### src/rtl/ahb_dual_port_ram_arbiter.sv
// Shares one single-port 32-bit RAM between the SCR1 imem (read-only) and dmem (R/W) AHB-Lite ports.
// Each port holds at most one pending request; the arbiter picks which one drives the RAM.

module ahb_ram_arb_port #(
  parameter int RAM_AW = 14
) (
  input  logic              cpu_clk,
  input  logic              pwrup_rst_n,
  input  logic              cap,
  input  logic              cap_ill,
  input  logic              cap_write,
  input  logic [RAM_AW+1:0] cap_addr,
  input  logic [1:0]        cap_size,
  input  logic              gnt,
  input  logic [31:0]       ram_rdata,
  output logic              hready,
  output logic              hresp,
  output logic [31:0]       hrdata,
  output logic              req,
  output logic              req_write,
  output logic [RAM_AW-1:0] req_addr,
  output logic [3:0]        req_be
);
  typedef enum logic [2:0] {IDLE, PEND, RDAT, ERR1, ERR2} st_t;

  st_t               st_q, st_d;
  logic [RAM_AW-1:0] addr_q, addr_d;
  logic [1:0]        off_q, off_d;
  logic [1:0]        size_q, size_d;
  logic              wr_q, wr_d;
  logic [31:0]       hrdata_q, hrdata_d;
  logic              done, open;

  always_comb begin
    done   = (st_q == PEND && gnt && wr_q) || st_q == RDAT || st_q == ERR2;
    open   = (st_q == IDLE) || done;
    st_d   = st_q;
    addr_d = addr_q;
    off_d  = off_q;
    size_d = size_q;
    wr_d   = wr_q;
    case (st_q)
      PEND:    if (gnt && !wr_q) st_d = RDAT;
      ERR1:    st_d = ERR2;
      default: ;
    endcase
    // A new address phase can only land while idle or on the completing cycle.
    if (open) begin
      st_d = cap ? (cap_ill ? ERR1 : PEND) : IDLE;
      if (cap) begin
        addr_d = cap_addr[RAM_AW+1:2];
        off_d  = cap_addr[1:0];
        size_d = cap_size;
        wr_d   = cap_write;
      end
    end
    hready    = !((st_q == PEND && !done) || st_q == ERR1);
    hresp     = (st_q == ERR1) || (st_q == ERR2);
    hrdata    = (st_q == RDAT) ? ram_rdata : hrdata_q;
    hrdata_d  = hrdata;
    req       = (st_q == PEND);
    req_write = wr_q;
    req_addr  = addr_q;
    case (size_q)
      2'd0:    req_be = 4'b0001 << off_q;
      2'd1:    req_be = 4'b0011 << off_q;
      default: req_be = 4'hF;
    endcase
  end

  always_ff @(posedge cpu_clk or negedge pwrup_rst_n) begin
    if (!pwrup_rst_n) begin
      st_q     <= IDLE;
      addr_q   <= '0;
      off_q    <= '0;
      size_q   <= '0;
      wr_q     <= 1'b0;
      hrdata_q <= '0;
    end else begin
      st_q     <= st_d;
      addr_q   <= addr_d;
      off_q    <= off_d;
      size_q   <= size_d;
      wr_q     <= wr_d;
      hrdata_q <= hrdata_d;
    end
  end
endmodule

module ahb_dual_port_ram_arbiter #(
  parameter int RAM_AW   = 14,
  parameter int ARB_MODE = 0
) (
  input  logic              cpu_clk,
  input  logic              pwrup_rst_n,
  input  logic              imem_hsel,
  input  logic [1:0]        imem_htrans,
  input  logic [31:0]       imem_haddr,
  output logic              imem_hready,
  output logic              imem_hresp,
  output logic [31:0]       imem_hrdata,
  input  logic              dmem_hsel,
  input  logic [1:0]        dmem_htrans,
  input  logic [31:0]       dmem_haddr,
  input  logic              dmem_hwrite,
  input  logic [2:0]        dmem_hsize,
  input  logic [31:0]       dmem_hwdata,
  input  logic              dmem_hready_in,
  output logic              dmem_hreadyout,
  output logic              dmem_hresp,
  output logic [31:0]       dmem_hrdata,
  output logic              ram_en,
  output logic              ram_we,
  output logic [3:0]        ram_be,
  output logic [RAM_AW-1:0] ram_addr,
  output logic [31:0]       ram_wdata,
  input  logic [31:0]       ram_rdata
);
  logic              i_cap, i_ill, d_cap, d_ill;
  logic              i_req, d_req, i_wr_unused, d_wr, i_gnt, d_gnt;
  logic [RAM_AW-1:0] i_addr, d_addr;
  logic [3:0]        i_be, d_be;
  logic              last_d_q, last_d_d;
  logic              unused_bits;

  assign i_cap = imem_hsel & imem_htrans[1] & imem_hready;
  assign i_ill = |imem_haddr[1:0];
  assign d_cap = dmem_hsel & dmem_htrans[1] & dmem_hready_in;
  assign unused_bits = ^{imem_htrans[0], dmem_htrans[0], imem_haddr[31:RAM_AW+2],
                         dmem_haddr[31:RAM_AW+2], i_wr_unused};

  always_comb begin
    case (dmem_hsize)
      3'd0:    d_ill = 1'b0;
      3'd1:    d_ill = dmem_haddr[0];
      3'd2:    d_ill = |dmem_haddr[1:0];
      default: d_ill = 1'b1;
    endcase
  end

  ahb_ram_arb_port #(.RAM_AW(RAM_AW)) u_imem (
    .cpu_clk(cpu_clk), .pwrup_rst_n(pwrup_rst_n),
    .cap(i_cap), .cap_ill(i_ill), .cap_write(1'b0),
    .cap_addr(imem_haddr[RAM_AW+1:0]), .cap_size(2'd2),
    .gnt(i_gnt), .ram_rdata(ram_rdata),
    .hready(imem_hready), .hresp(imem_hresp), .hrdata(imem_hrdata),
    .req(i_req), .req_write(i_wr_unused), .req_addr(i_addr), .req_be(i_be)
  );

  ahb_ram_arb_port #(.RAM_AW(RAM_AW)) u_dmem (
    .cpu_clk(cpu_clk), .pwrup_rst_n(pwrup_rst_n),
    .cap(d_cap), .cap_ill(d_ill), .cap_write(dmem_hwrite),
    .cap_addr(dmem_haddr[RAM_AW+1:0]), .cap_size(dmem_hsize[1:0]),
    .gnt(d_gnt), .ram_rdata(ram_rdata),
    .hready(dmem_hreadyout), .hresp(dmem_hresp), .hrdata(dmem_hrdata),
    .req(d_req), .req_write(d_wr), .req_addr(d_addr), .req_be(d_be)
  );

  // last_d_q = 1 means dmem won the most recent conflict; reset favours dmem first.
  always_comb begin
    d_gnt     = d_req & (!i_req | (ARB_MODE == 1) | !last_d_q);
    i_gnt     = i_req & !d_gnt;
    last_d_d  = (i_req & d_req) ? d_gnt : last_d_q;
    ram_en    = i_gnt | d_gnt;
    ram_we    = d_gnt & d_wr;
    ram_be    = d_gnt ? d_be : (i_gnt ? i_be : 4'h0);
    ram_addr  = d_gnt ? d_addr : (i_gnt ? i_addr : '0);
    ram_wdata = ram_we ? dmem_hwdata : 32'h0;
  end

  always_ff @(posedge cpu_clk or negedge pwrup_rst_n) begin
    if (!pwrup_rst_n) last_d_q <= 1'b0;
    else              last_d_q <= last_d_d;
  end
endmodule
### config.mk
export PLATFORM = sky130hd
export DESIGN_NAME = ahb_dual_port_ram_arbiter
export DESIGN_NICKNAME = d
export VERILOG_FILES = /design/src/rtl/ahb_dual_port_ram_arbiter.sv
export SDC_FILE = /design/constraint.sdc
export NUM_CORES = 1
export LEC_CHECK = 0
export ABC_AREA = 0
export CAP_MARGIN = 30
export CORE_MARGIN = 2
export CORE_UTILIZATION = 50
export CTS_BUF_LIST = sky130_fd_sc_hd__clkbuf_8
export DETAILED_ROUTE_END_ITERATION = 7
export DONT_BUFFER_PORTS = 1
export GPL_ROUTABILITY_DRIVEN = 0
export SLEW_MARGIN = 20
export SYNTH_ARGS = -nofsm -noshare
export SYNTH_HDL_FRONTEND = slang
export SYNTH_HIERARCHICAL = 1
export SYNTH_SLANG_ARGS = --single-unit
### constraint.sdc
create_clock -name cpu_clk -period 6.6 [get_ports cpu_clk]
set_clock_uncertainty 0.1 [all_clocks]
set_input_delay 1.32 -clock cpu_clk [delete_from_list [all_inputs] [get_ports cpu_clk]]
set_output_delay 1.32 -clock cpu_clk [all_outputs]
set_load 0.01 [all_outputs]
; Word-level counts from Yosys, hierarchy flattened
; Cells that the tools add are included.
[word_totals]
regBits = 107
latchBits = 0
n_memories = 0
word_cells = 93
inputBits = 141
rom_bits = 0
ramBits = 0
[classes]
magnitude_cmp = 0
n_div = 0
muxes = 20
mul = 0
n_shift = 3
n_eq_ne = 13
n_reduce_logical = 35
add_sub_neg = 0
n_bitwise = 10
[op_table]
columns = cell, count
row1 = $mux W32, 3
row2 = $mux W14, 2
row3 = $mux W3, 6
row4 = $eq A3 B2 Y1 const B, 5
row5 = $mux W4, 3
row6 = $pmux W3 S2, 2
row7 = $eq A3 B1 Y1 const B, 3
row8 = $logic_not A3 Y1, 3
row9 = $logic_or A1 B1 Y1, 9
row10 = $and A1 B1 Y1, 8
row11 = $logic_not A1 Y1, 8
row12 = $pmux W4 S2, 1
row13 = $reduce_and A2 Y1, 4
row14 = $shl A1 B2 Y4 const A, 2
row15 = $eq A3 B3 Y1 const B, 2
row16 = $ne A3 B1 Y1 const B, 2
row17 = $reduce_bool A3 Y1, 2
row18 = $logic_and A1 B1 Y1, 5
row19 = $logic_not A2 Y1, 2
row20 = $mux W2, 2
row21 = $reduce_or A2 Y1, 2
row22 = $shl A2 B2 Y4 const A, 1
row23 = $pmux W1 S3, 1
row24 = $eq A2 B1 Y1 const B, 1
row25 = $or A1 B1 Y1, 2

; Logic depth before layout (Yosys ltp)
; Gate-level depths: netlist of run 1.
[depth]
ltp_word = 12
ltp_mapped = 13
depth_no_buf = 9

; Hierarchy
; Netlist of run 1, hierarchy kept.
[by_module_without_submodules]
columns = module, area_each_um2, seq_area_each_um2, cells_each, n_inst
row1 = ahb_ram_arb_port, 2214.6, 1351.3, 151, 2
row2 = ahb_dual_port_ram_arbiter, 569.3, 25.0, 78, 1

; Worst setup path before layout of run 1
; No wires, ideal clock.
[synth_path]
path_type = reg-to-output
startpoint = register u_imem.st_q[2]
endpoint = output port imem_hready
stages_incl_launch_ff = 8
path_slack_ps = 3460
n_path_buf = 2
arrival_ps = 1720
path_cell_list = dfrtp_1 -> buf_4 -> nand2b_1 -> nor2_1 -> clkbuf_1 -> and2_1 -> nand2_1 -> o21ai_0
[synth_via]
elab_cells_between_ends = 9
[synth_lines]
columns = element, line
row1 = from (decl), 26  ; st_t st_q, st_d;
row2 = from (signal assigned), 80  ; st_q <= st_d;
row3 = $eq A3 B1 Y1, -
row4 = named net i_req, 120  ; logic i_req, d_req, i_wr_unused, d_wr, i_gnt, d_gnt;
row5 = $logic_and A1 B1 Y1, 57  ; hready = !((st_q == PEND && !done) || st_q == ERR1);
row6 = $logic_or A1 B1 Y1, 57
row7 = $logic_not A1 Y1, 57
row8 = to (decl), 99  ; output logic imem_hready,
; The timed path passes the listed nets, and every way through them passes these cells.

==> summary.md, run 1 <==
| Metric | Value |
|---|---|
| Run status | `finished, final reports clean` |
| Post-Place Cells | `492` |
| Die X | `104 um` |
| H-tree lvl count | `3` |
| Post-Synth XOR/XNOR Area | `0.175%` |
| Final setup fails | `0` |
| CTS tree | `done` |
| Post-synth top area cell | `dfrtp_1` |
| Largest net degree at the start of global routing | `110` |
| Clk_lat worst skew | `0.37 ns` |
| Area after DPL | `0.00503 mm2` |
| Die area | `0.0108 mm2` |
| Most frequent cells in the layout | `dfrtp_1 (109), mux2_2 (98), and3_1 (34)` |
| Place WS | `2.87 ns` |
| I/O pin total | `261` |
| Slew HR | `36.4%` |
| Vias post-DR | `3005` |
| Nets | `511` |
| Reg-to-reg endpoint | `u_imem/req_addr[4]` |
| Number of global-route vias before repair | `3127` |
| Mux contribution to synthesized area | `22.7%` |
| Post CTS Setup Buffer Count | `0` |
| First-pass GRT wire length | `17.0 mm` |
| Hold depth | `1` |
| Worst-path clk slew | `0.10 ns` |
| Row count | `36` |
| Endpoints failing hold | `0` |
| R2R setup slack | `2.95 ns` |
| Post-Layout Cell Count | `510` |
| Max FO, Critical Path | `19` |
| # hold bufs at CTS | `0` |
| Commonest non-fill, non-tap cell in the layout | `dfrtp_1` |
| Die H | `104 um` |
| Hold/Removal Path Class | `register to register` |
| Worst vdd ir | `0.225 mV` |
| FF+latch area | `0.00273 mm2` |
| Hold EP | `u_imem/req_addr[6]` |
| Synth Area in Simple Gates | `9.11%` |
| Min Tclk post-route | `4.14 ns` |
| Post-synth top area share | `54.6%` |
| Largest buffer count on any clock path | `2` |
| Synth Instances | `380` |
| Worst Setup End Kind | `primary output` |
| Synth area leaders | `dfrtp_1 (55%), mux2_2 (22%), and3_1 (4.3%)` |
| Routed Antenna Nets | `0` |
| Post-Route Utilization | `53.9%` |
| Req. time, crit path | `5.18 ns` |
| Yosys reg bits | `109` |
| Initial antenna violation count | `2` |
| Synth Area per Inst | `13.2 um2` |
| Total core area | `0.00973 mm2` |
| DRT iter0 DRCs | `186` |
| Synth Area in Adders | `0%` |
| Ys Warns | `6` |
| Worst r2r src | `u_dmem/st_q[2]` |
| Length of the first detailed-routing pass in iterations | `4` |
| Share of the yosys chip area belonging to registers | `54.6%` |
| Worst R2R Path Depth | `10` |
| Total GRT Usage | `20.4%` |
| Post_cts resized | `0` |
| Clk sink count | `109` |
| Final period util | `62.7%` |
| TritonCTS Buffers | `9` |
| Share of layout cells above drive strength 1 | `35.2%` |
| Vias/cell | `5.89` |
| Total wire length | `10.9 mm` |
| Static Leak | `0.00231 uW` |
| Critical Path AT | `2.72 ns` |
| Crit path launch type | `register` |
| Multi-input logic area | `0.00202 mm2` |
| Initial Util | `51.4%` |
| Fmax | `241 MHz` |
| Cell Pwr Density | `533 mW/mm2` |
| Setup ws final | `2.46 ns` |
| Synth Area in Compound Gates | `7.93%` |
| Post-route design area | `0.00525 mm2` |
| Root Buffer | `clkbuf_8` |
| MaxCap Viol Count | `0` |
| Detailed-placement wirelength estimate | `7.70 mm` |
| Worst-margin pin slew | `0.954 ns` |
| Unrepaired setup endpoints after global routing | `false` |
| Filler Cells Inserted | `841` |
| Post-Syn Area | `0.00500 mm2` |
| HP Start | `u_imem/req_addr[6]` |
| Avg WL per Cell | `21.4 um` |
| Port Buffer Count | `0` |
| Total Neg Setup Slack | `0 ns` |
| Largest family of logic cells by synthesized area | `multiplexers` |
| Kind of critical path | `register to primary output` |
| Count of cell types in the netlist | `31` |
| GRT overflow | `0` |
| Area Growth Syn to Fin | `4.98%` |
| Max-slew violations | `0` |
| DRC | `0` |
==> area by class of cell <==
type | instances | area share (%)
repair buffers | 6 | 1.53
flip-flops and latches | 109 | 52.0
clock inverters | 6 | 1.34
multi-input cells | 232 | 38.4
inverters | 12 | 0.858
diodes | 2 | 0.0954
clock buffers | 10 | 2.62
well taps | 133 | 3.17
==> critical path, stage by stage, from the launching register on <==
cell and delay (ns):
dfrtp_1 0.55, nand2b_1 0.17, nor2_1 0.08, nand2b_1 0.70, and2_1 0.31, nand2_1 0.06
o21ai_0 0.47
==> logic make-up after synthesis <==
| kind of cell | Yosys count |
|---|---|
| xor gates and xnor gates | 1 |
| and+or+nand+nor | 75 |
| muxes | 100 |
| buffers and inverters | 40 |
| DFF | 109 |
| other | 2 |
| AOI/OAI and AO/OA | 53 |
==> power breakdown <==
group	leakage [uW]	total, uW	switching, uW	internal (uW)
clock	0.000107	417	228	189
sequential	0.00131	1180	183	997
combinational	0.000895	1200	681	517
total	0.00231	2800	1090	1700
==> how the worst max path moves through the flow <==
| stage | from | end | slack [ns] | cells past startpoint |
|---|---|---|---|---|
| 3_5_place_dp | u_dmem/st_q[2] | imem_hready | 2.87 | 6 |
| 2_1_floorplan | u_imem/st_q[2] | imem_hready | 3.46 | 7 |
| 5_1_grt | u_dmem/st_q[2] | imem_hready | 2.26 | 6 |
| 4_1_cts | u_dmem/st_q[2] | imem_hready | 2.45 | 6 |
| 6_report | u_dmem/st_q[2] | imem_hready | 2.46 | 6 |
| 3_3_place_gp | u_dmem/st_q[2] | dmem_hreadyout | 2.74 | 5 |
==> layer usage <==
layer	global-route usage, %	share of wire (%)
met3	8.58	10
met1	22.2	36
met2	34.9	52
met5	0	0
met4	8.98	2.4
==> cells in the mapped netlist <==
| library cell | n |
|---|---|
| a21boi_2 | 1 |
| a21oi_1 | 9 |
| a32o_1 | 18 |
| and2_1 | 2 |
| and3_1 | 34 |
| and4bb_1 | 2 |
| buf_4 | 6 |
| buf_6 | 12 |
| clkbuf_1 | 5 |
| clkbuf_2 | 5 |
| conb_1 | 2 |
| dfrtp_1 | 109 |
| inv_1 | 10 |
| inv_2 | 2 |
| mux2_2 | 98 |
| mux2_4 | 2 |
| nand2_1 | 7 |
| nand2b_1 | 7 |
| nand3_1 | 4 |
| nor2_1 | 10 |
| nor2b_1 | 2 |
| nor3_1 | 1 |
| nor3_4 | 2 |
| nor3b_1 | 2 |
| o21ai_0 | 14 |
| o21ai_2 | 2 |
| o21bai_1 | 5 |
| o221ai_1 | 2 |
| o2bb2ai_1 | 2 |
| or2_2 | 2 |
| xnor2_1 | 1 |
==> per-stage QoR <==
stage	power, uW	hold slack [ns]
4_1_cts	2830	0.418
2_1_floorplan	2200	0.376
5_1_grt	2980	0.433
3_5_place_dp	2410	0.393
6_report	2800	0.416
3_3_place_gp	2340	0.387
==> state kept, by name, summed over array words and instances, names as in the netlist, 2 cells and up <==
register         count
u_dmem/st_q          3
u_imem/req_addr     14
u_imem/size_q        2
u_dmem/hrdata_q     32
u_imem/hrdata_q     32
u_imem/off_q         2
u_dmem/off_q         2
u_dmem/req_addr     14
u_dmem/size_q        2
u_imem/st_q          3
(Power assumes the default switching activity.)
==> run 2: changes to the inputs <==
Clock period 6.6 ns to 4.2 ns, I/O delays scaled along.
==> summary.md, run 2 (synthesized netlist as in run 1, its figures left out) <==
| Metric | Value |
|---|---|
| Max-slew violations | `0` |
| Share of layout cells above drive strength 1 | `35.2%` |
| Area Growth Syn to Fin | `5.03%` |
| Vias post-DR | `2992` |
| Run status | `finished, final reports clean` |
| Req. time, crit path | `3.26 ns` |
| Kind of critical path | `register to primary output` |
| Length of the first detailed-routing pass in iterations | `6` |
| Vias/cell | `5.87` |
| Port Buffer Count | `0` |
| Post_cts resized | `0` |
| Die H | `104 um` |
| Total GRT Usage | `19.7%` |
| Largest net degree at the start of global routing | `110` |
| Final setup fails | `0` |
| Initial antenna violation count | `2` |
| Final period util | `86.6%` |
| # hold bufs at CTS | `0` |
| GRT overflow | `0` |
| H-tree lvl count | `3` |
| Slew HR | `48.4%` |
| Max FO, Critical Path | `40` |
| Number of global-route vias before repair | `3084` |
| Final Total Pwr | `4380 uW` |
| Post CTS Setup Buffer Count | `0` |
| Crit path launch type | `register` |
| Total wire length | `10.7 mm` |
| Clock power share | `14.9%` |
| Critical Path AT | `2.70 ns` |
| Fmax | `275 MHz` |
| Clk_lat worst skew | `0.36 ns` |
| Cell Pwr Density | `835 mW/mm2` |
| Worst-path clk slew | `0.11 ns` |
| First-pass GRT wire length | `16.6 mm` |
| Largest registers | `u_dmem/hrdata_q: 32 flops, u_imem/hrdata_q: 32 flops` |
| CTS tree | `done` |
| Static Leak | `0.00231 uW` |
| Total Neg Setup Slack | `0 ns` |
| Commonest non-fill, non-tap cell in the layout | `dfrtp_1` |
| Pint | `2670 uW` |
| I/O pin total | `261` |
| Worst Setup End Kind | `primary output` |
| Root Buffer | `clkbuf_8` |
| DRC | `0` |
| Gate power share | `42.9%` |
| Die X | `104 um` |
| Final hold slack | `0.0528 ns` |
| Initial Util | `51.4%` |
| Min Tclk post-route | `3.64 ns` |
| Worst vdd ir | `0.324 mV` |
| Critical path buffer and inverter count | `1` |
| Largest buffer count on any clock path | `2` |
| Critical path's slowest cell | `a21boi_4` |
| Routed Antenna Nets | `0` |
| Avg WL per Cell | `21.0 um` |
| Most frequent cells in the layout | `dfrtp_1 (109), mux2_2 (98), and3_1 (34)` |
| Critical-path cell list | `nand2b_1 -> nor2_1 -> a21boi_4 -> buf_16 -> nand2_1 -> o21ai_0` |
| MaxCap Viol Count | `0` |
| Row count | `36` |
| Sw Ratio | `39.1%` |
| TritonCTS Buffers | `9` |
| Post-Place Cells | `493` |
| Cell family with most CP delay | `compound AO/OA/AOI/OAI gates` |
| DRT iter0 DRCs | `125` |
| Post-Route Utilization | `54.0%` |
| Flop pwr share | `42.2%` |
| Total core area | `0.00973 mm2` |
| Detailed-placement wirelength estimate | `7.62 mm` |
| Nets | `512` |
| Worst-margin pin slew | `0.774 ns` |
| Sw Pwr | `1710 uW` |
| Clk sink count | `109` |
| Crit-path max cell delay | `0.56 ns` |
| Hold/Removal Path Class | `input port to asynchronous set/reset pin` |
| Die area | `0.0108 mm2` |
| Unrepaired setup endpoints after global routing | `false` |
| Endpoints failing hold | `0` |
| Post-Layout Cell Count | `510` |
run 2: power groups by stage:
stage               sequential [uW]  combinational, uW  clock, uW
floorplan                      1730               1720          0
global placement               1850               1840          0
detailed placement             1880               1910          0
CTS                            1850               1910        680
global route                   1920               2030        722
finish                         1850               1880        652
run 2: worst paths after layout:
kind	end	cells after the start	from	slack, ns
min	u_imem/req_addr[3]	0	pwrup_rst_n	0.05
max in group asynchronous	u_dmem/req_addr[12]	0	pwrup_rst_n	3.80
min reg2reg	u_imem/req_addr[1]	1	u_imem/req_addr[1]	0.41
max reg2reg	u_imem/req_addr[0]	9	u_imem/st_q[2]	0.96
min in group cpu_clk	u_imem/req_addr[1]	1	u_imem/req_addr[1]	0.41
max	dmem_hreadyout	6	u_dmem/st_q[2]	0.56
run 2: layout make-up:
class | instances | area, um2
repair buffers | 7 | 87.6
fillers | 815 | 4480
diodes | 2 | 5.00
multi-input cells | 232 | 2020
well taps | 133 | 166
inverters | 12 | 45.0
flip-flops and latches | 109 | 2730
clock buffers | 9 | 124
clock inverters | 6 | 78.8
run 2: routing by layer:
layer / track usage, % / vias to the layer above / part of all wire (%)
met5: 0 / - / 0
met4: 8.20 / 0 / 3.2
met3: 7.33 / 19 / 9.6
met2: 34.9 / 153 / 51
met1: 21.3 / 1484 / 36
li1: - / 1336 / -
run 2: through the flow:
| step | worst slack [ns] | cell area [um2] |
|---|---|---|
| final | 0.561 | 5250 |
| after CTS | 0.515 | 5250 |
| after detailed placement | 0.918 | 5040 |
| after floorplan | 1.50 | 5000 |
| after global routing | 0.405 | 5250 |
| after global placement | 0.767 | 4980 |
